**src/rtl/spi3w_pkg.sv**
```systemverilog
// Shared definitions for the 3-wire SPI register slave: FSM states and 24-bit frame layout.
package spi3w_pkg;

  typedef enum logic [2:0] {
    IDLE,
    INSTR,
    WDATA,
    RDATA,
    WAIT_CSN
  } state_t;

  localparam int RW_BIT     = 23;
  localparam int W1W0_MSB   = 22;
  localparam int W1W0_LSB   = 21;
  localparam int ADDR_MSB   = 20;
  localparam int ADDR_LSB   = 8;
  localparam int INSTR_BITS = 16;
  localparam int FRAME_BITS = 24;
  localparam int DATA_BITS  = FRAME_BITS - INSTR_BITS;
  localparam int CNT_W      = 5;

endpackage

```
**src/rtl/spi3w_sync_edge.sv**
```systemverilog
// Two-flop synchronizers for the SPI pins plus one-clk rise/fall pulses for SCLK and CSN.
// Reset presets the chains so CSN reads high and SCLK reads low.
module spi3w_sync_edge (
  input  logic clk,
  input  logic rst_n,
  input  logic i_csn,
  input  logic i_sclk,
  input  logic i_sdi,
  output logic o_csn,
  output logic o_sdi,
  output logic o_csn_rise,
  output logic o_csn_fall,
  output logic o_sclk_rise,
  output logic o_sclk_fall
);

  logic [1:0] r_csn_sync;
  logic [1:0] r_sclk_sync;
  logic [1:0] r_sdi_sync;
  logic       r_csn_d;
  logic       r_sclk_d;

  always_ff @(posedge clk or negedge rst_n) begin
    if (!rst_n) begin
      r_csn_sync  <= 2'b11;
      r_sclk_sync <= 2'b00;
      r_sdi_sync  <= 2'b00;
      r_csn_d     <= 1'b1;
      r_sclk_d    <= 1'b0;
    end else begin
      r_csn_sync  <= {r_csn_sync[0], i_csn};
      r_sclk_sync <= {r_sclk_sync[0], i_sclk};
      r_sdi_sync  <= {r_sdi_sync[0], i_sdi};
      r_csn_d     <= r_csn_sync[1];
      r_sclk_d    <= r_sclk_sync[1];
    end
  end

  assign o_csn       = r_csn_sync[1];
  assign o_sdi       = r_sdi_sync[1];
  assign o_csn_rise  = r_csn_sync[1] & ~r_csn_d;
  assign o_csn_fall  = ~r_csn_sync[1] & r_csn_d;
  assign o_sclk_rise = r_sclk_sync[1] & ~r_sclk_d;
  assign o_sclk_fall = ~r_sclk_sync[1] & r_sclk_d;

endmodule

```
**src/rtl/spi3w_reg_slave.sv**
```systemverilog
// 3-wire SPI register slave: 24-bit frames (R/W, W1W0, 13-bit address, 8-bit data).
// Optional macro SPI_SLV_TIMEOUT_EN aborts a frame whose SCLK stalls for TIMEOUT_CYC clks.
module spi3w_reg_slave
  import spi3w_pkg::*;
#(
  parameter int ADDR_W      = 13,
  parameter int DATA_W      = 8,
  parameter int TIMEOUT_CYC = 4096
) (
  input  logic              clk,
  input  logic              rst_n,
  input  logic              spi_csn,
  input  logic              spi_clk,
  input  logic              spi_sdi,
  output logic              spi_sdo,
  output logic              spi_sdo_oe,
  output logic              reg_wr_en,
  output logic              reg_rd_en,
  output logic [ADDR_W-1:0] reg_addr,
  output logic [DATA_W-1:0] reg_wr_data,
  input  logic [DATA_W-1:0] reg_rd_data,
  output logic              frame_done,
  output logic              frame_err
);

  logic w_csn, w_sdi, w_csn_rise, w_csn_fall, w_sclk_rise, w_sclk_fall;

  spi3w_sync_edge u_sync (
    .clk        (clk),
    .rst_n      (rst_n),
    .i_csn      (spi_csn),
    .i_sclk     (spi_clk),
    .i_sdi      (spi_sdi),
    .o_csn      (w_csn),
    .o_sdi      (w_sdi),
    .o_csn_rise (w_csn_rise),
    .o_csn_fall (w_csn_fall),
    .o_sclk_rise(w_sclk_rise),
    .o_sclk_fall(w_sclk_fall)
  );

  state_t                r_state, w_state_next;
  logic [FRAME_BITS-2:0] r_shift;
  logic [FRAME_BITS-1:0] w_frame;
  logic [CNT_W-1:0]      r_cnt;
  logic [DATA_W-1:0]     r_tx, r_wr_data;
  logic [ADDR_W-1:0]     r_addr;
  logic [1:0]            r_settle;
  logic r_wr_en, r_rd_en, r_rd_load, r_done, r_err, r_sdo, r_oe, r_good, r_armed;
  logic w_start, w_shift, w_wr_fire, w_rd_fire, w_err_fire, w_done_fire, w_good_set, w_abort;

  assign w_frame = {r_shift, w_sdi};

`ifdef SPI_SLV_TIMEOUT_EN
  localparam int TO_W = (TIMEOUT_CYC > 2) ? $clog2(TIMEOUT_CYC) : 1;
  logic [TO_W-1:0] r_to_cnt;
  logic            w_to_active;

  assign w_to_active = !w_csn && (r_state != IDLE) && (r_state != WAIT_CSN);
  assign w_abort     = w_to_active && !w_sclk_rise && !w_sclk_fall &&
                       (r_to_cnt == TO_W'(TIMEOUT_CYC - 1));

  always_ff @(posedge clk or negedge rst_n) begin
    if (!rst_n)
      r_to_cnt <= '0;
    else if (!w_to_active || w_sclk_rise || w_sclk_fall || w_csn_fall || w_abort)
      r_to_cnt <= '0;
    else
      r_to_cnt <= r_to_cnt + TO_W'(1);
  end
`else
  assign w_abort = 1'b0;
`endif

  always_ff @(posedge clk or negedge rst_n) begin
    if (!rst_n) r_state <= IDLE;
    else        r_state <= w_state_next;
  end

  always_comb begin
    w_state_next = r_state;
    w_start      = 1'b0;
    w_shift      = 1'b0;
    w_wr_fire    = 1'b0;
    w_rd_fire    = 1'b0;
    w_err_fire   = 1'b0;
    w_done_fire  = 1'b0;
    w_good_set   = 1'b0;
    unique case (r_state)
      IDLE: begin
        // A rise in the same clk as the CSN fall is bit 0 of the new frame.
        if (w_csn_fall && r_armed) begin
          w_state_next = INSTR;
          w_start      = 1'b1;
          w_shift      = w_sclk_rise;
        end
      end
      INSTR: begin
        if (w_csn_rise) begin
          w_err_fire   = 1'b1;
          w_state_next = IDLE;
        end else if (w_sclk_rise) begin
          w_shift = 1'b1;
          if (r_cnt == CNT_W'(INSTR_BITS - 1)) begin
            if (w_frame[W1W0_MSB-DATA_BITS:W1W0_LSB-DATA_BITS] != 2'b00) begin
              w_err_fire   = 1'b1;
              w_state_next = WAIT_CSN;
            end else if (w_frame[RW_BIT-DATA_BITS]) begin
              w_rd_fire    = 1'b1;
              w_state_next = RDATA;
            end else begin
              w_state_next = WDATA;
            end
          end
        end
      end
      WDATA, RDATA: begin
        if (w_csn_rise) begin
          w_err_fire   = 1'b1;
          w_state_next = IDLE;
        end else if (w_sclk_rise) begin
          w_shift = 1'b1;
          if (r_cnt == CNT_W'(FRAME_BITS - 1)) begin
            w_good_set   = 1'b1;
            w_state_next = WAIT_CSN;
            // Instruction bits have now shifted up to their full-frame positions.
            if (r_state == WDATA && w_frame[RW_BIT:W1W0_LSB] == 3'b000)
              w_wr_fire = 1'b1;
          end
        end
      end
      WAIT_CSN: begin
        if (w_csn_rise) begin
          w_done_fire  = r_good;
          w_state_next = IDLE;
        end
      end
      default: w_state_next = IDLE;
    endcase
    if (w_abort) begin
      w_err_fire   = 1'b1;
      w_state_next = WAIT_CSN;
    end
  end

  always_ff @(posedge clk or negedge rst_n) begin
    if (!rst_n) begin
      r_shift   <= '0;
      r_cnt     <= '0;
      r_tx      <= '0;
      r_wr_data <= '0;
      r_addr    <= '0;
      r_settle  <= '0;
      r_wr_en   <= 1'b0;
      r_rd_en   <= 1'b0;
      r_rd_load <= 1'b0;
      r_done    <= 1'b0;
      r_err     <= 1'b0;
      r_sdo     <= 1'b0;
      r_oe      <= 1'b0;
      r_good    <= 1'b0;
      r_armed   <= 1'b0;
    end else begin
      r_wr_en   <= w_wr_fire;
      r_rd_en   <= w_rd_fire;
      r_rd_load <= r_rd_en;
      r_done    <= w_done_fire;
      r_err     <= w_err_fire;
      // Ignore the synthetic CSN fall seen when reset releases mid-frame; arm on CSN high.
      if (r_settle != 2'd3) r_settle <= r_settle + 2'd1;
      if (r_settle == 2'd3 && w_csn) r_armed <= 1'b1;
      if (w_shift) r_shift <= w_frame[FRAME_BITS-2:0];
      if (w_start)      r_cnt <= CNT_W'(w_sclk_rise);
      else if (w_shift) r_cnt <= r_cnt + CNT_W'(1);
      if (w_start)         r_good <= 1'b0;
      else if (w_good_set) r_good <= 1'b1;
      if (w_rd_fire) begin
        r_addr <= ADDR_W'(w_frame[ADDR_MSB-DATA_BITS:ADDR_LSB-DATA_BITS]);
      end else if (w_wr_fire) begin
        r_addr    <= ADDR_W'(w_frame[ADDR_MSB:ADDR_LSB]);
        r_wr_data <= DATA_W'(w_frame[DATA_BITS-1:0]);
      end
      if (w_csn_rise || w_abort || r_state == IDLE) begin
        r_oe  <= 1'b0;
        r_sdo <= 1'b0;
      end else if (r_rd_load) begin
        r_tx <= reg_rd_data;
      end else if (r_state == RDATA && w_sclk_fall) begin
        r_sdo <= r_tx[DATA_W-1];
        r_tx  <= {r_tx[DATA_W-2:0], 1'b0};
        r_oe  <= 1'b1;
      end
    end
  end

  assign spi_sdo     = r_sdo;
  assign spi_sdo_oe  = r_oe;
  assign reg_wr_en   = r_wr_en;
  assign reg_rd_en   = r_rd_en;
  assign reg_addr    = r_addr;
  assign reg_wr_data = r_wr_data;
  assign frame_done  = r_done;
  assign frame_err   = r_err;

endmodule

```
**config.mk**
```make
export PLATFORM = sky130hd
export DESIGN_NAME = spi3w_reg_slave
export DESIGN_NICKNAME = d
export VERILOG_FILES = /design/src/rtl/spi3w_pkg.sv /design/src/rtl/spi3w_sync_edge.sv /design/src/rtl/spi3w_reg_slave.sv
export SDC_FILE = /design/constraint.sdc
export NUM_CORES = 1
export LEC_CHECK = 0
export ABC_AREA = 1
export BUFFER_PORTS_ARGS = -buffer_cell sky130_fd_sc_hd__buf_2
export CAP_MARGIN = 20
export CORE_MARGIN = 2
export CORE_UTILIZATION = 35
export CTS_BUF_LIST = sky130_fd_sc_hd__clkbuf_16
export CTS_CLUSTER_SIZE = 25
export DETAILED_ROUTE_END_ITERATION = 10
export GPL_ROUTABILITY_DRIVEN = 0
export GPL_TIMING_DRIVEN = 0
export PLACE_DENSITY = 0.59
export SLEW_MARGIN = 20
export SYNTH_ARGS = -nofsm -noshare
export SYNTH_HDL_FRONTEND = slang
export SYNTH_SLANG_ARGS = --single-unit
```
**constraint.sdc**
```tcl
create_clock -name clk -period 2.02 [get_ports clk]
set_clock_uncertainty 0.1 [all_clocks]
set_input_delay 0.202 -clock clk [delete_from_list [all_inputs] [get_ports clk]]
set_output_delay 0.202 -clock clk [all_outputs]
set_load 0.03 [all_outputs]
```
Yosys cells after proc, flatten, opt, wreduce, memory -nomap -nowiden
Cells that the tools add are included.
{ "totals": {"inputBits": 13, "latchBits": 0, "memories": 0, "rom_bits": 0, "wordCells": 121, "ramBits": 0, "ff_bits": 79} }
{ "classes": {"n_mul": 0, "div_mod_pow": 0, "n_eq_ne": 15, "reduce_logical": 19, "bitwise_logic": 10, "order_cmp": 0, "mux": 54, "n_shift": 0, "add_sub_neg": 2} }
{ "ops": {"columns": ["operator", "count"], "rows": [
  ["two-way mux 1 bit", 36],
  ["two-way mux 3 bit", 9],
  ["two-way mux 13 bit", 2],
  ["two-way mux 8 bit", 2],
  ["inequality test 3 x 2 -> 1 bit (second input constant)", 4],
  ["case mux 3 bit (4 select lines)", 1],
  ["nonzero test 2 bit", 6],
  ["two-way mux 5 bit", 2],
  ["equality test 3 x 2 -> 1 bit (second input constant)", 2],
  ["zero test 3 bit", 2],
  ["inverter 1 bit", 6],
  ["AND reduction 2 bit", 3],
  ["AND reduction 6 bit", 1],
  ["adder 5 x 1 -> 5 bit (second input constant)", 1],
  ["equality test 5 x 4 -> 1 bit (second input constant)", 1],
  ["equality test 5 bit (second input constant)", 1],
  ["AND 1 bit", 4],
  ["logical AND 1 bit", 4],
  ["inequality test 2 x 1 -> 1 bit (second input constant)", 2],
  ["inequality test 2 bit (second input constant)", 2],
  ["case mux 1 bit (2 select lines)", 2],
  ["equality test 3 x 1 -> 1 bit (second input constant)", 1],
  ["equality test 3 bit (second input constant)", 1],
  ["OR reduction 3 bit", 1],
  ["4 further kinds", 4]
]} }

Longest topological paths before layout
{ "logic_depth": {"depth_word": 9, "ltp_mapped": 12, "mapped_depth_nobuf": 11} }

Modules after synthesis
Synthesis repeated with hierarchy kept, for this count alone.
{ "hier_totals": {"cells_unflattened": 405, "hier_area_um2": 3529.6} }
{ "by_module_without_submodules": {"columns": ["mod", "seq_area_each_um2", "cells_each", "area_per_inst_um2", "instances"], "rows": [
  ["spi3w_reg_slave", 1776.7, 389, 3295.7, 1],
  ["spi3w_sync_edge", 203.9, 16, 234.0, 1]
]} }

Worst setup path after synthesis
OpenSTA, ideal clock, no wires.
{ "synth_path": {"path_type": "register to register", "startpoint": "register r_cnt[0]", "endpoint": "register r_addr[4] (netlist: reg_addr[4])", "setup_time_ns": 0.117, "n_path_buf": 1, "path_stages_with_launch": 13, "arrival_ns": 1.555, "setup_slack_ns": 0.249, "path_cell_list": "dfrtp_1 ha_1 nand2_1 nor2_1 ha_1 nand2_1 nor2_2 nand2_4 buf_6 nand2_1 nand2_1 nand2_1 nand2_1"} }
{ "synth_between": {"elab_chain_len": 6} }
{ "synth_lines": {"columns": ["item", "line", "text"], "rows": [
  ["from (decl)", "spi3w_reg_slave.sv:45", "logic [CNT_W-1:0] r_cnt;"],
  ["from (signal assigned)", "spi3w_reg_slave.sv:173", "if (w_start) r_cnt <= CNT_W'(w_sclk_rise);"],
  ["from (signal assigned)", "spi3w_reg_slave.sv:174", "else if (w_shift) r_cnt <= r_cnt + CNT_W'(1);"],
  ["equality test 5 x 4 -> 1 bit / equality test 5 bit (equally long branches)", "spi3w_reg_slave.sv:104, spi3w_reg_slave.sv:123", null],
  ["two-way mux 1 bit (on tied branches)", "spi3w_reg_slave.sv:104, spi3w_reg_slave.sv:123", null],
  ["two-way mux 1 bit (on tied branches)", "spi3w_reg_slave.sv:102, spi3w_reg_slave.sv:121", null],
  ["two-way mux 1 bit (on tied branches)", "spi3w_reg_slave.sv:99, spi3w_reg_slave.sv:118", null],
  ["two-way mux 1 bit", "spi3w_reg_slave.sv:89", "unique case (r_state)"],
  ["two-way mux 13 bit / nonzero test 2 bit (equally long branches)", null, null],
  ["to (signal assigned)", "spi3w_reg_slave.sv:178", "r_addr <= ADDR_W'(w_frame[ADDR_MSB-DATA_BITS:ADDR_LSB-DATA_BITS]);"],
  ["to (signal assigned)", "spi3w_reg_slave.sv:180", "r_addr <= ADDR_W'(w_frame[ADDR_MSB:ADDR_LSB]);"],
  ["to (decl)", "spi3w_reg_slave.sv:47", "logic [ADDR_W-1:0] r_addr;"]
]} }
Parallel ways exist; a longest one is shown, timed or not.
A chain may end at the register's enable or synchronous reset.

Worst setup path in the final report
{ "layout_path": {"startpoint": "register r_cnt[0]", "endpoint": "register r_addr[11] (netlist: reg_addr[11])"} }
The elaborated chain is that of the path after synthesis.

==> results by stage <==
STA:
- Setup violations remaining at the end of the flow were counted as 0.
- Setup repair after global routing could not meet its margin everywhere.
- The transition time at the pin with the least slew margin is roughly 460 ps.
- The setup TNS is 0 ps.
- The total count of max-transition violations in the final report came to 0.
- The final-report hold violation count is 0.
- The smallest clock period supported by the final layout is computed as 1900 ps.
- The headroom to the max-slew limit is 0.692.
- Dividing the final minimum period by the clock period gives 0.942.
- The post-layout worst setup margin is 117 ps.
- Derived from the worst setup path, the maximum achievable clock frequency is 0.526 GHz.

Die:
- The area of the core region is between 10000 and 15000 sq um.
- The row count is 37.
- The total I/O pin count is 40.
- The die covers 11200 sq um.
- The die is 106 um wide.
- For this configuration, the core starts out at a cell density of 0.357.
- From bottom edge to top edge, the die measures 106 um.

Final layout:
- The finished cells cover 4410 sq um.
- In the final layout, the share of cells above drive strength 1 is 0.261.
- The area growth from synthesis to layout is 21.4%.
- The layout has a little under 1000 filler cells.
- The number of antenna diodes is 0.
- The final layout contains about 480 nets.

Logic synthesis:
- The number of nets handed over by synthesis was 414.
- Counting flops and latches in the post-synthesis netlist gives 79.
- The post-synthesis xor/xnor area fraction is 0.00482.
- The simple-gate share of the synthesized area is 0.263.
- The number of warnings printed during yosys synthesis is 0.
- Of the total synthesized cell area, the portion taken by full adders, half adders and majority gates is 0.0103.
- The synthesized netlist contains 34 unique library cells.
- The dominant combinational cell family by area after synthesis is simple AND/OR/NAND/NOR gates.
- Summed over all instances, the cell type with the most area after synthesis is dfrtp_1.
- The proportion of netlist area held by the largest area contributor is 0.523.
- The average footprint of a synthesized cell is 9.13 sq um.
- The number of synthesized flops with an enable pin is 0.
- Counting flops with an async set or reset pin after synthesis yields a share of 1.00.
- Of the synthesized area, sequential elements account for 0.545.
- Synthesis produced 398 cells.
- For this run, the leading register cell type out of synthesis is dfrtp_1.
- By area the synthesized netlist is led by dfrtp_1 52%, nand2_1 12%, nand3_1 4.4%.
- The post-synthesis compound-gate area fraction is 0.0778.
- The netlist area before placement is roughly 3600 sq um.
- The multiplexer share of the synthesized area is 0.0224.

Setup path:
- Data on the critical path arrives at its endpoint at 2030 ps.
- The worst setup path is launched from a flop.
- The register-to-register path setup slack is 120 ps.
- The number of cells on the worst reg-to-reg path is 12.
- The startpoint of the worst register-to-register path is r_cnt[0].
- STA classifies the critical path endpoint as a flop.
- The classification of the worst setup path is flop to flop.
- Together, buffers and inverters on the worst path number 1.
- The most frequent cell on the critical path is nand2_1.
- On the worst path, the slowest cell contributes a delay of 380 ps.
- The critical register-to-register path endpoint is reg_addr[11].
- For this design, the slowest cell found on the critical path is dfrtp_1.
- For the worst setup path, the data required time is 2140 ps.
- In this run the number of cells on the critical path is 12.
- The family with the most delay on the worst path is simple AND/OR/NAND/NOR gates.
- Traced cell by cell, the critical path runs through ha_2, nand2_2, nor2_2, ha_2, nand2_2, nor2_4, nand2_4, buf_6, nand2_1, nand2_1, nand2_1, nand2_1.
- The start point of the critical path is r_cnt[0].
- Along the worst path, the maximum fanout reaches 7.
- Following the worst setup path forward leads to its endpoint at reg_addr[11].

Global route:
- Across every metal layer, demand over resource in global routing totals 0.145.
- The maximum number of pins on one net before global-route repair is 46.
- The residual overflow from global routing is 0.
- The global-route wire length before repair is 12700 um.
- The routing usage on met3 is 0.0349.
- The number of antenna violations at the first check in global routing is 0.
- The met2 demand-to-capacity share in global routing is 0.229.
- For this run, global-route usage on met1 was measured as 0.191.
- The highest-utilization routing layer at the global route stage is met2.
- The via count of the first global-routing pass was 2681.

Clock tree:
- The TritonCTS clock tree is done.
- In this run the deepest clock path goes through 2 buffers.
- The clock latency on the worst-skew pair is about 330 ps.
- The CTS clock-pin slew for the worst setup and hold paths is 60 ps.
- The H-tree depth is 3.
- The tree is rooted in a clkbuf_16.
- The clock sink count is 79.
- The number of clock buffers added by TritonCTS is 9.

Route:
- The number of DRC markers after the initial detailed-route iteration is between 100 and 150.
- The DRC violation count after routing is 0.
- Across all layers, the routed design uses 2797 vias.
- The first-pass iteration count of the detailed router is 5.
- Using the TritonRoute via totals, the vias-per-cell ratio works out to 4.67.
- Once detail routing completed, the nets flagged for antenna violations numbered 0.
- Wires add up to 7470 um.
- Dividing the detail-routed wire length by the instance count gives 12.5 um.

Power:
- Across the VDD grid, the largest voltage drop is 0.409 mV.
- Dividing total power by cell area gives a power density of around 1200 nW/um^2.
- The static leakage power is 2.23 nW.

Placed design:
- At the placement stage, the worst setup path has a slack of -30.3 ps.
- Input and output buffers added on the ports amount to 39.
- The placed wire-length estimate after detailed placement is 5440 um.
- Once placement finished, the instance area stood at 4030 sq um.

Worst hold path:
- The worst hold path was traced through 3 stages.
- The tightest min-delay check is of the primary input to flop type.

Job:
- The total of max-cap violations is 0.

Run status:
- The run finished with clean final reports.
==> through the flow <==
stage	hold WS [ps]	cells	power [mW]	util
after floorplan	-194	398	3.20	-
after global placement	211	573	3.54	0.393
after detailed placement	86.4	574	3.57	0.396
after CTS	15.0	593	5.13	0.428
after global routing	26.3	599	5.45	0.433
final	20.6	599	5.10	0.433
==> final cells by class <==
cell class | instances | area (sq um) | area share
sequential | 79 | 1980 | 0.449
multi-input combinational | 267 | 1390 | 0.316
timing repair buffer | 50 | 308 | 0.0697
clock buffer | 9 | 225 | 0.0510
tap | 136 | 170 | 0.0385
buffer | 16 | 146 | 0.0332
inverter | 36 | 135 | 0.0306
clock inverter | 6 | 55.1 | 0.0125
==> state kept, by name, indices dropped and copies added, names as in the netlist, 2 cells and up <==
name and cells:
u_sync.r_csn_sync 2, u_sync.r_sdi_sync 2, r_settle 2, reg_wr_data 8, r_state 3, r_shift 23
reg_addr 13, r_tx 8, r_cnt 5, u_sync.r_sclk_sync 2
==> worst min-delay path by stage <==
stage	from	end
finish	reg_rd_data[0]	r_tx[0]
CTS	reg_rd_data[0]	r_tx[0]
detailed placement	rst_n	reg_addr[8]
floorplan	rst_n	frame_done
global route	reg_rd_data[0]	r_tx[0]
global placement	spi_clk	u_sync.r_sclk_sync[0]
==> kinds of logic (layout without fill, tap and decap cells) <==
family / Yosys count / count (layout)
simple gates: 205 / 205
xor+xnor: 2 / 2
mux: 8 / 8
compound gates: 49 / 49
fa+ha+maj: 3 / 3
buf+inv: 52 / 117
flops: 79 / 79
==> tightest hold or removal path, cell delays in order <==
cell and delay (ps):
buf_2 80, nand3_1 70, nand2_1 60
==> cell usage after synthesis (5+ instances only) <==
cell type and count:
buf_6 7, nor2_1 23, inv_2 5, nand3_1 32, nand2_1 118, dfrtp_1 76
o21ai_1 19, nor2_2 5, o21ai_0 16, buf_2 5, inv_1 31, a21oi_2 7
nand3_2 11, mux2i_1 7
==> routing by layer <==
metal | share of wire | vias up
met2 | 0.47 | 56
met1 | 0.46 | 1330
li1 | - | 1400
met5 | 0 | -
met4 | 0.018 | 0
met3 | 0.047 | 11
==> repair_timing <==
action,CTS,global route
gates resized for setup,1,8
hold buffers,4,0
endpoints found under the setup margin,8,16
gates cloned,0,1
setup buffers,0,5
pin swaps,0,7
hold endpoints to repair,34,0
==> power breakdown <==
part,switching (mW),total (mW),internal (mW)
clock network,0.597,1.53,0.935
logic,0.843,1.34,0.500
registers,0.279,2.22,1.94
total,1.72,5.10,3.38
==> cells in the final DEF (no fill, tap or decap), types with 2 or more instances in the layout <==
cell / instances
a21oi_2: 7
buf_2: 43
buf_4: 8
buf_6: 7
clkbuf_16: 9
dfrtp_1: 76
dfstp_2: 3
dlygate4sd3_1: 4
ha_2: 2
inv_1: 33
inv_2: 5
mux2i_1: 7
nand2_1: 116
nand2_2: 5
nand2_4: 3
nand3_1: 32
nand3_2: 11
nand4_1: 3
nor2_1: 22
nor2_2: 5
nor2_4: 4
nor3_1: 3
o21ai_0: 16
o21ai_1: 19
o22ai_1: 2
Note: power is estimated with default switching activity, not from simulation.
